===== config.mk =====
export PLATFORM = sky130hd
export DESIGN_NAME = mx_dot_sequencer
export DESIGN_NICKNAME = d
export VERILOG_FILES = /design/src/rtl/mx_pkg.sv /design/src/rtl/mx_multiplier.sv /design/src/rtl/mx_norm_round.sv /design/src/rtl/mx_dot_sequencer.sv
export SDC_FILE = /design/constraint.sdc
export NUM_CORES = 1
export LEC_CHECK = 0
export BUFFER_PORTS_ARGS = -buffer_cell sky130_fd_sc_hd__buf_2
export CAP_MARGIN = 20
export CORE_MARGIN = 5
export CORE_UTILIZATION = 62
export DETAILED_ROUTE_END_ITERATION = 6
export GPL_ROUTABILITY_DRIVEN = 1
export PLACE_DENSITY_LB_ADDON = 0.12
export SLEW_MARGIN = 20
export SYNTH_ARGS = -nofsm -noshare
export SYNTH_HDL_FRONTEND = slang
export SYNTH_SLANG_ARGS = --single-unit
export TNS_END_PERCENT = 50

===== constraint.sdc =====
create_clock -name clk -period 19.2 [get_ports clk]
set_clock_uncertainty 0.2 [all_clocks]
set_input_delay 0.96 -clock clk [delete_from_list [all_inputs] [get_ports clk]]
set_output_delay 0.96 -clock clk [all_outputs]
set_load 0.02 [all_outputs]

===== src/rtl/mx_pkg.sv =====
// Shared definitions for the MX dot-product datapath: BF16 field limits,
// special encodings and the sequencer state type.
// Optional build macro: MX_DOT_RNE_EN (round-to-nearest-even in mx_norm_round).
package mx_pkg;

  localparam int BF16_BIAS    = 127;
  localparam int BF16_EXP_MAX = 255;

  localparam logic [15:0] BF16_ZERO    = 16'h0000;
  localparam logic [15:0] BF16_POS_INF = 16'h7F80;
  localparam logic [15:0] BF16_NEG_INF = 16'hFF80;

  typedef enum logic [1:0] {
    IDLE = 2'd0,
    MAC  = 2'd1,
    NORM = 2'd2,
    OUT  = 2'd3
  } seq_state_t;

  // Assemble a BF16 word from its three fields.
  function automatic logic [15:0] bf16_pack(input logic sign,
                                            input logic [7:0] exp,
                                            input logic [6:0] mant);
    return {sign, exp, mant};
  endfunction

endpackage


===== src/rtl/mx_multiplier.sv =====
// MX element multiplier: sign XOR, significand product with the hidden one
// restored, and the unbiased sum of the two shared block exponents.
module mx_multiplier
  import mx_pkg::*;
#(
  parameter int MANT_WIDTH = 5
) (
  input  logic                    sign_a,
  input  logic                    sign_b,
  input  logic [MANT_WIDTH-1:0]   mant_a,
  input  logic [MANT_WIDTH-1:0]   mant_b,
  input  logic [7:0]              exp_a,
  input  logic [7:0]              exp_b,
  output logic                    prod_sign,
  output logic [2*MANT_WIDTH+1:0] prod_mant,
  output logic [9:0]              prod_exp
);

  localparam int PW = 2*MANT_WIDTH + 2;

  // Product of the two significands {1,mant}, sign and exponent sum.
  always_comb begin
    prod_sign = sign_a ^ sign_b;
    prod_mant = PW'({1'b1, mant_a}) * PW'({1'b1, mant_b});
    prod_exp  = {2'b00, exp_a} + {2'b00, exp_b} - 10'(BF16_BIAS);
  end

endmodule


===== src/rtl/mx_norm_round.sv =====
// Combinational normalize-and-round of the signed block accumulator into
// one BF16 word: leading-one detect, exponent rebuild, 7-bit rounding and
// zero / flush / infinity handling.
// Optional build macro: MX_DOT_RNE_EN selects round-to-nearest-even;
// otherwise rounding is half-up on the guard bit alone.
module mx_norm_round
  import mx_pkg::*;
#(
  parameter int MANT_WIDTH = 5,
  parameter int ACC_WIDTH  = 18
) (
  input  logic signed [ACC_WIDTH-1:0] acc,
  input  logic [7:0]                  exp_a,
  input  logic [7:0]                  exp_b,
  output logic [15:0]                 bf16
);

  localparam int EXT_W = ACC_WIDTH + 8;
  localparam int K_W   = $clog2(ACC_WIDTH);

  logic                 sign;
  logic [ACC_WIDTH-1:0] mag;
  logic [K_W-1:0]       lead_idx;
  logic [K_W-1:0]       shamt;
  logic [EXT_W-1:0]     aligned;
  logic [6:0]           mant;
  logic                 guard;
  logic                 round_up;
  logic [7:0]           mant_rnd;
  logic signed [11:0]   exp_pre;
  logic signed [11:0]   exp_fin;
  logic [6:0]           mant_fin;
  int                   exp_int;

  assign sign = acc[ACC_WIDTH-1];
  assign mag  = sign ? $unsigned(-acc) : $unsigned(acc);

  // Leading-one detector: the highest set bit of the magnitude wins.
  always_comb begin
    lead_idx = '0;
    for (int i = 0; i < ACC_WIDTH; i++) begin
      if (mag[i]) lead_idx = K_W'(i);
    end
  end

  // Align the leading one to the top of an 8-bit-padded copy, so mantissa,
  // guard and sticky bits sit at fixed positions whatever the leading index.
  always_comb begin
    shamt   = K_W'(ACC_WIDTH - 1) - lead_idx;
    aligned = {mag, 8'b0} << shamt;
    mant    = aligned[EXT_W-2 -: 7];
    guard   = aligned[EXT_W-9];
`ifdef MX_DOT_RNE_EN
    round_up = guard & ((|aligned[EXT_W-10:0]) | mant[0]);
`else
    round_up = guard;
`endif
  end

  // Exponent rebuild, rounding carry and the special-case priority.
  always_comb begin
    exp_int  = int'(lead_idx) - 2*MANT_WIDTH + int'(exp_a) + int'(exp_b) - BF16_BIAS;
    exp_pre  = 12'(exp_int);
    mant_rnd = {1'b0, mant} + 8'(round_up);
    if (mant_rnd[7]) begin
      mant_fin = 7'd0;
      exp_fin  = exp_pre + 12'sd1;
    end else begin
      mant_fin = mant_rnd[6:0];
      exp_fin  = exp_pre;
    end

    if (mag == '0)
      bf16 = BF16_ZERO;
    else if (exp_fin <= 12'sd0)
      bf16 = {sign, 15'b0};
    else if (exp_fin >= 12'(BF16_EXP_MAX))
      bf16 = sign ? BF16_NEG_INF : BF16_POS_INF;
    else
      bf16 = bf16_pack(sign, exp_fin[7:0], mant_fin);
  end

endmodule


===== src/rtl/mx_dot_sequencer.sv =====
// MX block dot-product sequencer: streams element pairs through one
// mx_multiplier, accumulates exact signed products, then converts the block
// sum to a single BF16 result with a valid/ready output handshake.
// Optional build macro: MX_DOT_RNE_EN (round-to-nearest-even in mx_norm_round).
module mx_dot_sequencer
  import mx_pkg::*;
#(
  parameter int MANT_WIDTH = 5,
  parameter int MAX_LEN    = 32
) (
  input  logic                  clk,
  input  logic                  rst_n,
  input  logic                  in_valid,
  output logic                  in_ready,
  input  logic                  in_sign_a,
  input  logic                  in_sign_b,
  input  logic [MANT_WIDTH-1:0] in_mant_a,
  input  logic [MANT_WIDTH-1:0] in_mant_b,
  input  logic [7:0]            in_exp_a,
  input  logic [7:0]            in_exp_b,
  input  logic                  in_last,
  output logic                  out_valid,
  input  logic                  out_ready,
  output logic [15:0]           out_bf16,
  output logic                  len_err
);

  localparam int ACC_WIDTH = 2*MANT_WIDTH + 3 + $clog2(MAX_LEN);
  localparam int PW        = 2*MANT_WIDTH + 2;
  localparam int CNT_W     = $clog2(MAX_LEN + 1);

  seq_state_t                  state, state_next;
  logic signed [ACC_WIDTH-1:0] acc;
  logic [CNT_W-1:0]            count;
  logic [CNT_W-1:0]            count_next;
  logic [7:0]                  exp_a_q, exp_b_q;
  logic                        active;

  logic                        prod_sign;
  logic [PW-1:0]               prod_mant;
  logic signed [ACC_WIDTH-1:0] prod_ext;
  logic signed [ACC_WIDTH-1:0] prod_signed;
  logic [15:0]                 norm_bf16;

  logic                        in_hs;
  logic                        out_hs;
  logic                        first_elem;
  logic                        hit_max;
  logic                        block_end;

  mx_multiplier #(.MANT_WIDTH(MANT_WIDTH)) u_mult (
    .sign_a    (in_sign_a),
    .sign_b    (in_sign_b),
    .mant_a    (in_mant_a),
    .mant_b    (in_mant_b),
    .exp_a     (in_exp_a),
    .exp_b     (in_exp_b),
    .prod_sign (prod_sign),
    .prod_mant (prod_mant),
    .prod_exp  ()
  );

  mx_norm_round #(.MANT_WIDTH(MANT_WIDTH), .ACC_WIDTH(ACC_WIDTH)) u_norm (
    .acc   (acc),
    .exp_a (exp_a_q),
    .exp_b (exp_b_q),
    .bf16  (norm_bf16)
  );

  // Handshakes, signed product and block-end detection.
  always_comb begin
    in_hs       = in_valid & in_ready;
    out_hs      = out_valid & out_ready;
    first_elem  = (state == IDLE);
    count_next  = first_elem ? CNT_W'(1) : count + CNT_W'(1);
    hit_max     = (count_next == CNT_W'(MAX_LEN));
    block_end   = in_hs & (in_last | hit_max);
    prod_ext    = ACC_WIDTH'(prod_mant);
    prod_signed = prod_sign ? -prod_ext : prod_ext;
  end

  // State register; active holds in_ready low until the first clock after reset.
  always_ff @(posedge clk or negedge rst_n) begin
    if (!rst_n) begin
      state  <= IDLE;
      active <= 1'b0;
    end else begin
      state  <= state_next;
      active <= 1'b1;
    end
  end

  // Next-state logic: no overlap between blocks, NORM lasts exactly one cycle.
  always_comb begin
    state_next = state;
    case (state)
      IDLE: if (in_hs) state_next = block_end ? NORM : MAC;
      MAC:  if (block_end) state_next = NORM;
      NORM: state_next = OUT;
      OUT:  if (out_hs) state_next = IDLE;
      default: state_next = IDLE;
    endcase
  end

  // Output decode: input side open only in IDLE/MAC, result valid in OUT.
  always_comb begin
    in_ready  = active & ((state == IDLE) | (state == MAC));
    out_valid = (state == OUT);
  end

  // Accumulator, element count and block exponents; cleared once a result is taken.
  always_ff @(posedge clk or negedge rst_n) begin
    if (!rst_n) begin
      acc     <= '0;
      count   <= '0;
      exp_a_q <= '0;
      exp_b_q <= '0;
    end else if (in_hs) begin
      count <= count_next;
      if (first_elem) begin
        acc     <= prod_signed;
        exp_a_q <= in_exp_a;
        exp_b_q <= in_exp_b;
      end else begin
        acc <= acc + prod_signed;
      end
    end else if (out_hs) begin
      acc   <= '0;
      count <= '0;
    end
  end

  // Result register (loaded at the end of NORM) and sticky length-error flag.
  always_ff @(posedge clk or negedge rst_n) begin
    if (!rst_n) begin
      out_bf16 <= '0;
      len_err  <= 1'b0;
    end else begin
      if (state == NORM) out_bf16 <= norm_bf16;
      if (in_hs & hit_max & ~in_last) len_err <= 1'b1;
    end
  end

endmodule


==> reports/metrics.csv, run 1 <==
metric,value,unit
die area,15000,sq um
IO Pins,52,
Max Buffers Root-to-Sink,2,
CP startpoint,acc[17]$_DFFE_PN0P_,
Crit Reg-Reg Startpoint,acc[17]$_DFFE_PN0P_,
nets,1070,
"Top FF cell, synth",dfrtp_1,
Critical Path Sink Type,register,
wire length of the first global-routing pass,35260,microns
"Clk pin slew, worst setup/hold paths",0.06,ns
1st-iter DRT viols,523,
Final GP Congestion,0.9994,
Via density,6.426,
reg-to-reg setup timing slack,10.01,ns
Total Routed Length,21310,microns
"Setup Fix Bufs, Post-CTS",0,
clk sinks,60,
Post-synth ARST share,100.0,%
setup_tns,0,ns
Min-Delay Path Class,register to register,
total track usage,29.49,%
FMAX,0.1088,GHz
Root Driver,clkbuf_16,
number of global-route vias before repair,7340,
"most common cell after layout, fill and taps aside",inv_1,
die width,122.5,microns
Post-Syn Nets,1044,
Fin Hold WS,0.2689,ns
DRT antenna net count,0,
drt drc,0,
WL/cell,18.99,microns
unrepaired setup endpoints after global routing,no,
"Distinct cells, synth",100,
post-CTS sizing,0,
initial antenna violation count,0,
drt pass-1 iters,7,
Worst EP required,19.23,ns
Slew headroom,30.10,%
fin. max-slew vios,0,
most frequent cells in the layout,"87 x inv_1, 66 x ha_1, 60 x dfrtp_1",
"Warnings, synthesis",0,
Final setup viols,0,
max-cap viol count,0,
core area,12520,sq um
"Avg Cell Area, Syn",8.535,sq um
P&R area growth vs syn,7.497,%
vias,7210,
outcome,"finished, final reports clean",
dpl hpwl,16570,microns
CTS tree,yes,
final period utilization,47.89,%
post-synthesis sequential area ratio,19.14,%
Hold Path End,len_err$_DFFE_PN0P_,
r2r endpoint,out_bf16[2]$_DFFE_PN0P_,
Num CTS Buffers,9,
Slew @ Worst Pin,1.041,ns
Worst EP arrival,9.23,ns
CP Class,register to register,
later-pin clock latency in the skew report,0.35,ns
post-synthesis cell area,7844,sq um
post-synthesis sequential element count,60,
Die Height,122.5,microns
I/O Buffers,51,
H-tree levels,3,
largest net degree at the start of global routing,61,
Worst R2R Path Depth,25,
post-route minimum period,9.195,ns
Post-synth EDFFs,0,
Worst setup SP type,register,
Hold Path Cell Cnt,1,
layout cells sized above 1,14.53,%
Final Hold Violating Endpoints,0,
maximum fanout along the worst path,27,
cts hold-fix bufs,0,
initial core utilization,62.66,%
total gr overflow,0,
Synth Instances,919,
Site Rows,41,
hold path start,len_err$_DFFE_PN0P_,
diode count,0,
==> cells by family after synthesis <==
kind of cell	synth area share [%]
DFF	19.14
xor gates and xnor gates	6.939
buffers and inverters	6.970
other	0.04781
muxes	5.567
AOI/OAI and AO/OA	24.33
adders and majority gates	17.16
and+or+nand+nor	19.84
==> cells in the mapped netlist (all sizes together), types with 16 or more instances <==
| cell type | instances | share of area, % |
|---|---|---|
| fa | 26 | 6.6 |
| nand2b | 16 | 1.4 |
| nand3 | 22 | 1.5 |
| o21ai | 50 | 3.4 |
| inv | 88 | 4.2 |
| nor2 | 56 | 2.7 |
| clkbuf | 24 | 1.1 |
| nand2 | 57 | 2.7 |
| ha | 66 | 11 |
| and2 | 26 | 2.1 |
| nor3 | 25 | 1.8 |
| xnor2 | 37 | 4.4 |
| dfrtp | 60 | 19 |
| xor2 | 23 | 2.6 |
| a21oi | 50 | 3.4 |
| buf | 16 | 1.5 |
| mux2 | 20 | 2.9 |
==> flip-flops by register name, summed over array words and instances (netlist names) <==
name / flops
acc: 18
exp_b_q: 8
state: 2
len_err: 1
active: 1
count: 6
exp_a_q: 8
out_bf16: 16
==> critical path, stage by stage (launching register included) <==
cell	delay, ns
dfrtp_1	0.97
inv_1	0.42
a31o_2	0.33
xor2_1	0.44
nand4_1	0.16
o21ai_1	0.28
and2_1	0.43
inv_1	0.31
ha_1	0.70
inv_1	0.26
fa_1	0.48
ha_1	0.31
inv_1	0.07
fa_1	0.47
xnor2_1	0.46
nor2b_1	0.42
nand3_1	0.18
nor2_1	0.34
or3_1	0.16
nand2_1	0.05
a31oi_1	0.25
nor3_1	0.08
o311a_1	0.34
a211oi_1	0.29
o21ai_2	0.25
o41ai_1	0.40
==> per-stage QoR <==
step	worst slack, ns	instance area, sq um	util [%]	instances
after floorplan	11.28	7844	-	919
after global placement	10.37	8139	65.02	1106
after detailed placement	10.11	8139	65.02	1106
after CTS	10.08	8432	67.36	1122
after global routing	9.188	8432	67.36	1122
final	10.01	8432	67.36	1122
==> final cells by class <==
cell class              count  area [sq um]
clock buffers              10         229.0
clock inverters             6         63.81
fillers                  1070          4085
inverters                  90         339.1
multi-input cells         729          5798
flip-flops and latches     60          1501
well taps                 172         215.2
repair buffers             55         285.3
==> per-layer routing <==
layer	wire length (microns)	share of wire [%]	GRT usage [%]
met2	10730	50	52.49
met4	1167	5.5	17.77
met5	0	0	0
met3	839	3.9	3.502
met1	8570	40	33.76
==> worst max path at each step <==
stage,endpoint,slack (ns),cells after the start
after floorplan,out_bf16[5]$_DFFE_PN0P_,11.28,32
after global placement,out_bf16[2]$_DFFE_PN0P_,10.37,25
after detailed placement,out_bf16[1]$_DFFE_PN0P_,10.11,25
after CTS,out_bf16[2]$_DFFE_PN0P_,10.08,25
after global routing,out_bf16[3]$_DFFE_PN0P_,9.19,25
final,out_bf16[2]$_DFFE_PN0P_,10.01,25
Power of run 1 is not shown: default switching activity piles up to over one toggle a cycle in this logic, so the estimate is an artifact.
==> run 2: changes to the inputs <==
CORE_UTILIZATION = 57   (was 62)
clock period = 8.4 ns   (was 19.2 ns; I/O delays follow)
==> run 2 against run 1 <==
Design area is 1.3% higher. Sequential cell count unchanged. Register-to-register slack lost 9.5 ns. Count of clock-buffer cells in the layout unchanged. Critical path type unchanged. Critical endpoint is now out_bf16[6]$_DFFE_PN0P_.
==> reports/metrics.csv, run 2 (synthesis gave the netlist of run 1 again) <==
metric,value,unit,change
outcome,"finished, final reports clean",,unchanged
CP startpoint,acc[1]$_DFFE_PN0P_,,was acc[17]$_DFFE_PN0P_
IO Pins,52,,unchanged
most frequent cells in the layout,"87 x inv_1, 66 x ha_1, 60 x dfrtp_1",,unchanged
dpl ws,0.3311,ns,was 10.11 ns
initial antenna violation count,0,,unchanged
Largest regs,"acc: 18 flops, out_bf16: 16 flops",,unchanged
Site Rows,42,,was 41
die area,16210,sq um,was 15000 sq um
nets,1083,,was 1070
"most common cell after layout, fill and taps aside",inv_1,,unchanged
Root Driver,clkbuf_16,,unchanged
CP Class,register to register,,unchanged
wire length of the first global-routing pass,32170,microns,was 35260 microns
Worst R2R Path Depth,25,,unchanged
max-cap viol count,0,,unchanged
layout cells sized above 1,15.83,%,was 14.53%
WL/cell,16.93,microns,was 18.99 microns
Die Height,127.3,microns,was 122.5 microns
core area,13350,sq um,was 12520 sq um
DRT antenna net count,0,,unchanged
drt drc,0,,unchanged
Slew headroom,43.45,%,was 30.10%
Crit Reg-Reg Startpoint,acc[1]$_DFFE_PN0P_,,was acc[17]$_DFFE_PN0P_
diode count,0,,unchanged
post-route minimum period,7.934,ns,was 9.195 ns
Worst EP arrival,7.95,ns,was 9.23 ns
Final GP Congestion,0.9316,,was 0.9994
Via density,6.260,,was 6.426
Slew @ Worst Pin,0.8411,ns,was 1.041 ns
total gr overflow,0,,unchanged
Fin Hold WS,0.04971,ns,was 0.2689 ns
Critical Path Sink Type,register,,unchanged
CTS tree,yes,,unchanged
most frequent CP cell,ha_1,,was inv_1
fin. max-slew vios,0,,unchanged
P&R area growth vs syn,8.885,%,was 7.497%
initial core utilization,58.76,%,was 62.66%
maximum fanout along the worst path,15,,was 27
largest net degree at the start of global routing,61,,unchanged
clk sinks,60,,unchanged
unrepaired setup endpoints after global routing,no,,unchanged
Worst EP required,8.42,ns,was 19.23 ns
reg-to-reg setup timing slack,0.47,ns,was 10.01 ns
1st-iter DRT viols,508,,was 523
CP max stage cell,or4_4,,was dfrtp_1
Final WS setup,0.4661,ns,was 10.01 ns
Total Routed Length,19230,microns,was 21310 microns
"Clk pin slew, worst setup/hold paths",0.05,ns,was 0.06 ns
later-pin clock latency in the skew report,0.33,ns,was 0.35 ns
FILL cells,1140,,was 1070
r2r endpoint,out_bf16[6]$_DFFE_PN0P_,,was out_bf16[2]$_DFFE_PN0P_
delay of the slowest critical-path stage,0.66,ns,was 0.97 ns
Final Hold Violating Endpoints,0,,unchanged
Largest register FFs,18,,unchanged
FMAX,0.1260,GHz,was 0.1088 GHz
vias,7111,,was 7210
drt pass-1 iters,5,,was 7
Num CTS Buffers,9,,unchanged
number of global-route vias before repair,6774,,was 7340
Largest Register,acc,,unchanged
final period utilization,94.45,%,was 47.89%
H-tree levels,3,,unchanged
I/O Buffers,51,,unchanged
die width,127.3,microns,was 122.5 microns
cts hold-fix bufs,0,,unchanged
Final setup viols,0,,unchanged
dpl hpwl,14830,microns,was 16570 microns
total track usage,23.87,%,was 29.49%
Min-Delay Path Class,input port to asynchronous set/reset pin,,was register to register
setup_tns,0,ns,unchanged
Worst setup SP type,register,,unchanged
Max Buffers Root-to-Sink,2,,unchanged
## run 2: cell types whose count changed in the layout (fill, tap and decap cells not counted), sizes merged
cell,previous run,this run
inv,89,88
clkinvlp,2,0
buf,55,68
## run 2: final cells by class
| cell class | count | area (sq um) | share of cell area (%) |
|---|---|---|---|
| Sequential cell | 60 | 1501 | 17.58 |
| Timing Repair Buffer | 68 | 382.9 | 4.483 |
| Clock buffer | 10 | 239.0 | 2.798 |
| Tap cell | 176 | 220.2 | 2.578 |
| Clock inverter | 3 | 40.04 | 0.4688 |
| Inverter | 90 | 339.1 | 3.970 |
| Multi-Input combinational cell | 729 | 5818 | 68.12 |
## run 2: worst max path at each step
stage	depth (start not counted)	endpoint	slack (ns)
final	25	out_bf16[6]$_DFFE_PN0P_	0.47
after global routing	27	out_bf16[0]$_DFFE_PN0P_	0.01
after CTS	27	out_bf16[6]$_DFFE_PN0P_	0.31
after detailed placement	27	out_bf16[6]$_DFFE_PN0P_	0.33
after global placement	27	out_bf16[2]$_DFFE_PN0P_	0.51
after floorplan	32	out_bf16[5]$_DFFE_PN0P_	0.48
## run 2: through the flow
stage          instance area (sq um)  utilization [%]  std cells
6_report                        8541            63.99       1136
2_1_floorplan                   7844                -        919
4_1_cts                         8524            63.86       1136
5_1_grt                         8541            63.99       1136
3_5_place_dp                    8245            61.77       1123
3_3_place_gp                    8245            61.77       1123
## run 2: what timing repair did
action                                  4_1_cts  5_1_grt
setup buffers                                 0        0
hold endpoints to repair                      0        0
endpoints found under the setup margin        0       15
resized for setup                             0        4
## run 2: routing by layer
layer	vias to the layer above	wire [microns]	global-route usage, %
met2	232	9133	39.36
met1	3416	8689	31.65
met3	50	851	3.297
li1	3413	-	-
met5	-	0	0
met4	0	556	9.590
## run 2: critical path: cells and delay by family (launching register included)
family          cells  cell delay [ns]
compound gates      8             2.24
simple gates        7             2.06
fa+ha+maj           5             1.65
xor+xnor            3             0.90
flops               1             0.47
buf+inv             2             0.28
Power of run 2 is left out for the same reason.
